<file path="config.mk">
export PLATFORM = sky130hd
export DESIGN_NAME = ifetch_prefetch
export DESIGN_NICKNAME = d
export VERILOG_FILES = /design/src/rtl/ifetch_prefetch_pkg.sv /design/src/rtl/ifetch_prefetch_fifo.sv /design/src/rtl/ifetch_prefetch.sv
export SDC_FILE = /design/constraint.sdc
export NUM_CORES = 1
export LEC_CHECK = 0
export ABC_AREA = 1
export CORE_ASPECT_RATIO = 0.9
export CORE_UTILIZATION = 55
export CTS_CLUSTER_DIAMETER = 150
export DETAILED_ROUTE_END_ITERATION = 8
export PLACE_DENSITY = 0.82
export SYNTH_ARGS = -nofsm -noshare
export SYNTH_HDL_FRONTEND = slang
export SYNTH_HIERARCHICAL = 1
export SYNTH_SLANG_ARGS = --single-unit
</file>
<file path="constraint.sdc">
create_clock -name i_clock -period 5.7 [get_ports i_clock]
set_input_delay 0.57 -clock i_clock [delete_from_list [all_inputs] [get_ports i_clock]]
set_output_delay 0.57 -clock i_clock [all_outputs]
set_load 0.05 [all_outputs]
</file>
<file path="src/rtl/ifetch_prefetch_pkg.sv">
// +----------------------------------------------------------------------------+
// | ifetch_prefetch_pkg : shared word/address types and the prefetch entry      |
// | Rev 1.0                                                                     |
// +----------------------------------------------------------------------------+
`default_nettype none

package ifetch_prefetch_pkg;

  localparam int NB_WORD = 32;
  localparam int NB_ADDR = 32;

  typedef logic [NB_WORD-1:0] instruction_t;

  localparam instruction_t RV_NOP = 32'h0000_0013;

  typedef struct packed {
    logic [NB_WORD-1:0] pc;
    instruction_t       instr;
  } fetch_entry_t;

endpackage

`default_nettype wire

</file>
<file path="src/rtl/ifetch_prefetch_fifo.sv">
// +----------------------------------------------------------------------------+
// | sync_fifo : synchronous FIFO with push/pop/clear, head data and fill count  |
// | Rev 1.0                                                                     |
// +----------------------------------------------------------------------------+
`default_nettype none

module sync_fifo #(
  parameter int WIDTH = 8,
  parameter int DEPTH = 4,
  localparam int AW = (DEPTH > 1) ? $clog2(DEPTH) : 1,
  localparam int CW = $clog2(DEPTH + 1)
) (
  input  logic             clk_i,
  input  logic             rst_i,
  input  logic             clear_i,
  input  logic             push_i,
  input  logic [WIDTH-1:0] data_i,
  input  logic             pop_i,
  output logic [WIDTH-1:0] data_o,
  output logic [CW-1:0]    count_o
);

  logic [WIDTH-1:0] mem_q [DEPTH];
  logic [AW-1:0]    wr_ptr_q, wr_ptr_d;
  logic [AW-1:0]    rd_ptr_q, rd_ptr_d;
  logic [CW-1:0]    count_q,  count_d;

  // Pointers wrap explicitly so DEPTH need not be a power of two.
  function automatic logic [AW-1:0] ptr_incr(input logic [AW-1:0] p);
    return (p == AW'(DEPTH - 1)) ? '0 : p + 1'b1;
  endfunction

  always_comb begin
    wr_ptr_d = wr_ptr_q;
    rd_ptr_d = rd_ptr_q;
    count_d  = count_q;
    if (clear_i) begin
      wr_ptr_d = '0;
      rd_ptr_d = '0;
      count_d  = '0;
    end else begin
      if (push_i) wr_ptr_d = ptr_incr(wr_ptr_q);
      if (pop_i)  rd_ptr_d = ptr_incr(rd_ptr_q);
      count_d = count_q + CW'(push_i) - CW'(pop_i);
    end
  end

  always_ff @(posedge clk_i) begin
    if (rst_i) begin
      wr_ptr_q <= '0;
      rd_ptr_q <= '0;
      count_q  <= '0;
    end else begin
      wr_ptr_q <= wr_ptr_d;
      rd_ptr_q <= rd_ptr_d;
      count_q  <= count_d;
    end
  end

  always_ff @(posedge clk_i) begin
    if (push_i && !clear_i) mem_q[wr_ptr_q] <= data_i;
  end

  assign data_o  = mem_q[rd_ptr_q];
  assign count_o = count_q;

endmodule

`default_nettype wire

</file>
<file path="src/rtl/ifetch_prefetch.sv">
// +----------------------------------------------------------------------------+
// | ifetch_prefetch : in-order instruction fetch with credit-limited prefetch   |
// | Rev 1.0                                                                     |
// +----------------------------------------------------------------------------+
`default_nettype none

module ifetch_prefetch
  import ifetch_prefetch_pkg::*;
#(
  parameter int                 QUEUE_DEPTH     = 4,
  parameter int                 MAX_OUTSTANDING = 2,
  parameter logic [NB_ADDR-1:0] RESET_PC        = 32'h0000_0000
) (
  input  logic               i_clock,
  input  logic               i_reset,
  output logic               o_imem_req_valid,
  input  logic               i_imem_req_ready,
  output logic [NB_ADDR-1:0] o_imem_req_addr,
  input  logic               i_imem_rsp_valid,
  input  logic [NB_WORD-1:0] i_imem_rsp_data,
  input  logic               i_stall,
  input  logic               i_redirect,
  input  logic [NB_ADDR-1:0] i_redirect_addr,
  output logic               o_valid,
  output logic [NB_WORD-1:0] o_instruction,
  output logic [NB_WORD-1:0] o_pc
);

  localparam int QCW = $clog2(QUEUE_DEPTH + 1);
  localparam int OCW = $clog2(MAX_OUTSTANDING + 1);

  logic [NB_ADDR-1:0] fetch_pc_q, fetch_pc_d;
  logic [OCW-1:0]     drop_cnt_q, drop_cnt_d;
  logic [OCW-1:0]     outstanding;
  logic [QCW-1:0]     q_count;
  logic [NB_ADDR-1:0] inflight_pc;
  fetch_entry_t       q_head, q_wdata;
  logic               rsp_fire, accept, q_push, q_pop;
  int                 credit_used;

  // In-flight occupancy doubles as the outstanding-request counter.
  sync_fifo #(
    .WIDTH (NB_ADDR),
    .DEPTH (MAX_OUTSTANDING)
  ) u_inflight (
    .clk_i   (i_clock),
    .rst_i   (i_reset),
    .clear_i (1'b0),
    .push_i  (accept),
    .data_i  (fetch_pc_q),
    .pop_i   (rsp_fire),
    .data_o  (inflight_pc),
    .count_o (outstanding)
  );

  sync_fifo #(
    .WIDTH ($bits(fetch_entry_t)),
    .DEPTH (QUEUE_DEPTH)
  ) u_queue (
    .clk_i   (i_clock),
    .rst_i   (i_reset),
    .clear_i (i_redirect),
    .push_i  (q_push),
    .data_i  (q_wdata),
    .pop_i   (q_pop),
    .data_o  (q_head),
    .count_o (q_count)
  );

  always_comb begin
    credit_used      = int'(q_count) + int'(outstanding) - int'(drop_cnt_q);
    o_imem_req_valid = !i_reset && !i_redirect
                       && (int'(outstanding) < MAX_OUTSTANDING)
                       && (credit_used < QUEUE_DEPTH);
    accept   = o_imem_req_valid && i_imem_req_ready;
    rsp_fire = i_imem_rsp_valid && !i_reset;
    q_push   = rsp_fire && !i_redirect && (drop_cnt_q == '0);
    q_pop    = o_valid && !i_stall && !i_redirect;
    q_wdata  = '{pc: NB_WORD'(inflight_pc), instr: i_imem_rsp_data};
  end

  always_comb begin
    fetch_pc_d = fetch_pc_q;
    drop_cnt_d = drop_cnt_q;
    if (i_redirect) begin
      fetch_pc_d = {i_redirect_addr[NB_ADDR-1:2], 2'b00};
      drop_cnt_d = outstanding - OCW'(rsp_fire);
    end else begin
      if (accept) fetch_pc_d = fetch_pc_q + NB_ADDR'(4);
      if (rsp_fire && (drop_cnt_q != '0)) drop_cnt_d = drop_cnt_q - 1'b1;
    end
  end

  always_ff @(posedge i_clock) begin
    if (i_reset) begin
      fetch_pc_q <= RESET_PC;
      drop_cnt_q <= '0;
    end else begin
      fetch_pc_q <= fetch_pc_d;
      drop_cnt_q <= drop_cnt_d;
    end
  end

  assign o_imem_req_addr = fetch_pc_q;
  assign o_valid         = (q_count != '0);
  assign o_instruction   = o_valid ? q_head.instr : RV_NOP;
  assign o_pc            = o_valid ? q_head.pc : '0;

  a_no_orphan_rsp: assert property (@(posedge i_clock) disable iff (i_reset)
    i_imem_rsp_valid |-> (outstanding != '0));
  a_queue_bound: assert property (@(posedge i_clock)
    int'(q_count) <= QUEUE_DEPTH);

endmodule

`default_nettype wire

</file>
Word-level counts from Yosys, hierarchy flattened
Memory sizes are Yosys's and may differ from the RTL's. A register that Yosys moved wholly into a read port is not among the register bits.
Cells that the tools add are included.
{"block": "word_totals", "reg_bits": 45, "mem_bits_rw": 320, "input_bits": 70, "output_inout_bits": 98, "wordCells": 66, "n_memories": 2}
{"block": "classes", "add_sub_neg": 13, "magnitude_cmp": 2, "eq_ne": 2, "muxes": 18, "n_reduce_logical": 20}
{"name": "u_queue.mem_q", "words": 4, "width": 64, "rd": 1, "rd_clocked_by_memory_dff": 1, "wr": 1, "line_no": "ifetch_prefetch_fifo.sv:23", "source": "logic [WIDTH-1:0] mem_q [DEPTH];"}
{"name": "u_inflight.mem_q", "words": 2, "width": 32, "rd": 1, "rd_clocked_by_memory_dff": 1, "wr": 1, "line_no": "ifetch_prefetch_fifo.sv:23"}
{"cell": "two-way mux 32 bit", "count": 4}
{"cell": "adder 32 x 3 -> 32 bit, second input constant", "count": 1}
{"cell": "two-way mux 2 bit", "count": 6}
{"cell": "logical AND 1 bit", "count": 11}
{"cell": "two-way mux 1 bit", "count": 8}
{"cell": "nonzero test 2 bit", "count": 3}
{"cell": "less-than comparator 5 x 4 -> 1 bit, second input constant", "count": 1}
{"cell": "subtractor 4 x 2 -> 5 bit", "count": 1}
{"cell": "adder 2 x 1 -> 2 bit, second input constant", "count": 2}
{"cell": "adder 3 x 2 -> 4 bit", "count": 1}
{"cell": "equality test 2 bit, second input constant", "count": 2}
{"cell": "subtractor 2 x 1 -> 2 bit", "count": 2}
{"cell": "adder 3 x 1 -> 3 bit", "count": 1}
{"cell": "logical NOT 1 bit", "count": 3}
{"cell": "nonzero test 3 bit", "count": 1}
{"cell": "subtractor 3 x 1 -> 3 bit", "count": 1}
{"cell": "adder 1 bit, second input constant", "count": 2}
{"cell": "adder 2 x 1 -> 2 bit", "count": 1}
{"cell": "logical NOT 2 bit", "count": 1}
{"cell": "less-than comparator 2 bit, second input constant", "count": 1}
{"cell": "OR reduction 2 bit", "count": 1}
{"cell": "subtractor 2 x 1 -> 2 bit, second input constant", "count": 1}

Longest topological paths before layout
{"block": "logic_depth", "depth_word": 7, "ltp_mapped": 21, "ltp_nobuf": 20}

Cells and area by module
Netlist, hierarchy kept.
{"mod": "sync_fifo at u_queue", "n_inst": 1, "cells_per_inst": 804, "area_each_um2": 10437.5, "seq_area_each_um2": 7867.5}
{"mod": "ifetch_prefetch", "n_inst": 1, "cells_per_inst": 601, "area_each_um2": 3223.1, "seq_area_each_um2": 640.6}
{"mod": "sync_fifo at u_inflight", "n_inst": 1, "cells_per_inst": 129, "area_each_um2": 2692.6, "seq_area_each_um2": 2021.9}

Worst setup path after synthesis
No wires, ideal clock.
{"block": "synth_timing", "path_kind": "in2reg", "startpoint": "input port i_redirect", "endpoint": "memory u_queue/mem_q[0][0] (netlist bit), enable pin", "setup_time_ns": 0.486, "t_arrival_ns": 4.323, "required_time_ns": 5.214, "setup_slack_ns": 0.891, "stages": 6, "path_buffers": 2, "cell_sequence": "clkbuf_1 -> clkbuf_1 -> nor3_1 -> inv_1 -> or2_2 -> nor2_1"}
{"block": "synth_via", "elab_chain_cells": 6}
{"item": "start: declaration", "line_no": "ifetch_prefetch.sv:22", "source": "input logic i_redirect,"}
{"item": "logical NOT 1 bit", "line_no": "ifetch_prefetch.sv:77", "source": "q_push = rsp_fire && !i_redirect && (drop_cnt_q == '0);"}
{"item": "logical AND 1 bit (2 in series)", "line_no": "ifetch_prefetch.sv:77"}
{"item": "named net q_push", "line_no": "ifetch_prefetch.sv:38", "source": "logic rsp_fire, accept, q_push, q_pop;"}
{"item": "logical AND 1 bit", "line_no": "ifetch_prefetch_fifo.sv:61", "source": "if (push_i && !clear_i) mem_q[wr_ptr_q] <= data_i;"}
{"item": "two-way mux 1 bit", "line_no": "ifetch_prefetch_fifo.sv:61"}
{"item": "two-way mux 1 bit (not written as such)", "line_no": "ifetch_prefetch_fifo.sv:61"}
{"item": "end: declaration", "line_no": "ifetch_prefetch_fifo.sv:23"}
The timed path passes the listed nets, and every way through them passes these cells.

==> metrics.txt <==
asr flop ratio synth=0%; WP data arrival=between 3 and 4 ns; # fillers=between 2000 and 2500; critical path peak fanout=~100; Core Rows=between 50 and 60; number of flops mapped to enable cells by yosys=320; WP data required=5.13 ns; maximum VDD drop=around 0.19 mV; cell taking the most area after synthesis=edfxtp_1; HPWL Detailed=~20 mm; met2 usage=approximately 37%; count leader, synth=edfxtp_1; cell count after synthesis=1534; Vias=11000; Crit. End Element=primary output; DR iter-0 viols=761; Area Growth Syn to Fin=18.5%; vias in the first global route=10200; Wirelength per Cell=roughly 15 um; Post-CTS Setup Inserts=0; count of pins over their slew limit=0; Setup Slack @ Placement=about 1.8 ns; CTS hold repair buffers=0; Routed Antenna Nets=0; Seq/Total Area, Yosys=roughly 64%; Logic pwr share=about 6.7%; Initial Util=between 50% and 60%; Slew HR=approximately 28%; Area contributors post-synth=edfxtp_1 59%, nand2_1 7.1%, dfxtp_1 5.6%; Flop pwr share=53.6%; RSZ-0062 raised after global routing=no; Critical Path Max Stage Delay=about 0.95 ns; WS Path Type=flip-flop to primary output; cts repair resizes=0; Yosys top cell area share=58.8%; NetSw=roughly 0.0012 W; vias per cell=between 5 and 6; # diodes=0; total power=0.00556 W; Clk pwr share=39.7%; final estimated routing congestion in global placement=about 0.94; average size of a mapped cell=around 11 um^2; yosys warns=6; power per cell area=287 nW/um^2; switching share of power=between 20% and 30%; CORE AREA=about 29000 um^2; most instantiated cells after synthesis=320 x edfxtp_1, 310 x nand2_1, 243 x inv_1; CTS max path bufs=3; outcome=completed; GR peak layer=met2; dominant synthesized flop cell=edfxtp_1; DIE AREA=30400 um^2; Post-Syn Area=~16000 um^2; largest net degree at the start of global routing=between 100 and 150; TritonCTS Buffers=37; Tcrit/Tclk final=a little over two thirds; total congestion overflow=0; initial antenna violation count=2; FF+latch count, synth=between 300 and 400; setup ws final=~1.7 ns; final hold violations=0; IO Count=168; Clk Latency, worst-skew pair=around 0.52 ns; drt drc=0; final core occ=66.6%; Root Driver=clkbuf_16; share of cells above drive strength 1=just over 8%; H-tree Lvls=2; Initial DRT Pass Iterations=5; Int Pwr=0.00434 W; Worst Skew=0.0172 ns; TritonCTS Sinks=roughly 370; f_max=249 MHz; GRT met3 Usage=under 10%; die width=184 um; Routed WL=about 33 mm; crit path time final=4.02 ns; CTS clk-pin slew, worst paths=roughly 0.060 ns; Die H=between 150 and 200 um; startpoint class of the critical path=flip-flop; cells along the critical path=buf_4, o211ai_1, nand2_1, inv_1, nor2_1, clkdlybuf4s50_1; fin nets=1775; CP max stage cell=dfxtp_4; Leakage Power=around 7.3 nW; CTS tree=built; Yosys cell types=39; # port buffers=between 150 and 200; count of max-cap constraint violations=0; Hold Crit Class=flip-flop to flip-flop; met1 global-route usage=roughly 28%; Total GRT Usage=~21%; worst slew pin tran=~1.1 ns; first-pass GRT wire length=between 50 and 60 mm; setup violators final=0; setup tns final=0 ns
## logic make-up after synthesis
kind of cell    count (synthesis)  synth area share, %
xor+xnor                       10                0.536
buf+inv                       320                 8.23
fa+ha+maj                      19                 1.55
compound gates                252                 8.95
mux                            32                 2.89
simple gates                  534                 13.4
flops                         366                 64.4
other cells                     1               0.0229
## worst max-delay path, delay by kind of cell, from the launching register on
family / cells / cell delay [ns]
and+or+nand+nor: 2 / 0.25
DFF: 1 / 0.95
buffers and inverters: 3 / 1.48
AOI/OAI and AO/OA: 1 / 0.17
## metrics by stage
step                hold WS, ns  instances  instance area [um^2]
detailed placement        0.495       2043                 18300
floorplan                 0.457       1545                 16400
global route              0.529       2111                 19400
global placement          0.466       2043                 18300
finish                    0.503       2111                 19400
CTS                       0.505       2111                 19400
## cell type report
class,count,area [um^2],area share [%]
Sequential cell,366,10500,54.4
Tap cell,396,495,2.56
Timing Repair Buffer,176,1740,8.99
Clock inverter,19,148,0.762
Multi-Input combinational cell,859,4560,23.5
Inverter,246,923,4.76
Clock buffer,49,971,5.01
## routing by layer
metal	routed length, um	share of wire [%]	vias up
met4	646	2.0	4
met5	27	0.083	-
met3	2420	7.4	58
met2	15600	48	400
li1	-	-	5391
met1	13800	42	5123
## power by group through the flow
stage	Sequential (W)	Combinational [W]	Clock [W]
6_report	0.00298	0.000371	0.00221
5_1_grt	0.00299	0.000404	0.00236
4_1_cts	0.00298	0.000372	0.00225
3_5_place_dp	0.00304	0.000369	0
3_3_place_gp	0.00304	0.000361	0
2_1_floorplan	0.00307	0.000200	0
## state kept, by name, indices dropped and copies added, names as in the netlist, named ones only
register	flops
u_queue/rd_ptr_q	2
u_inflight/count_o	2
u_inflight/wr_ptr_q	1
drop_cnt_q	2
u_inflight/mem_q	64
u_inflight/rd_ptr_q	1
u_queue/count_o	3
u_queue/mem_q	256
u_queue/wr_ptr_q	2
o_imem_req_addr	30
## cell usage in the layout, fill, tap and decap left out, types with 3 or more instances in the layout
cell / netlist / routed
nor2_2: 5 / 5
or2_2: 6 / 6
nand3_1: 42 / 42
nand4_1: 3 / 3
clkdlybuf4s50_1: 0 / 163
xor2_1: 7 / 7
clkbuf_16: 0 / 37
nand2_2: 12 / 12
xnor2_1: 3 / 3
o211ai_1: 64 / 64
clkinv_1: 1 / 10
nor3_2: 0 / 3
nand3b_1: 11 / 11
nor2_4: 1 / 5
nor3_1: 10 / 7
inv_1: 243 / 243
nor2_1: 131 / 127
edfxtp_1: 320 / 320
conb_1: 1 / 12
nand2_1: 310 / 310
mux2_4: 30 / 30
a21oi_2: 10 / 10
buf_4: 5 / 12
clkbuf_1: 20 / 12
o21ai_0: 66 / 66
o21ai_1: 15 / 15
ha_1: 17 / 17
dfxtp_1: 46 / 43
a21oi_1: 95 / 95
## worst paths after layout
check	end	start	depth (start not counted)	slack, ns
setup / recovery	o_instruction[23]	flip-flop	6	1.68
hold / removal	flip-flop	u_queue/rd_ptr_q[1]	2	0.50
setup reg to reg	u_inflight/mem_q[0][1]	u_inflight/count_o[1]	16	1.74
hold reg to reg	flip-flop	u_queue/rd_ptr_q[1]	2	0.50
Power figures use the tool's default switching activity.
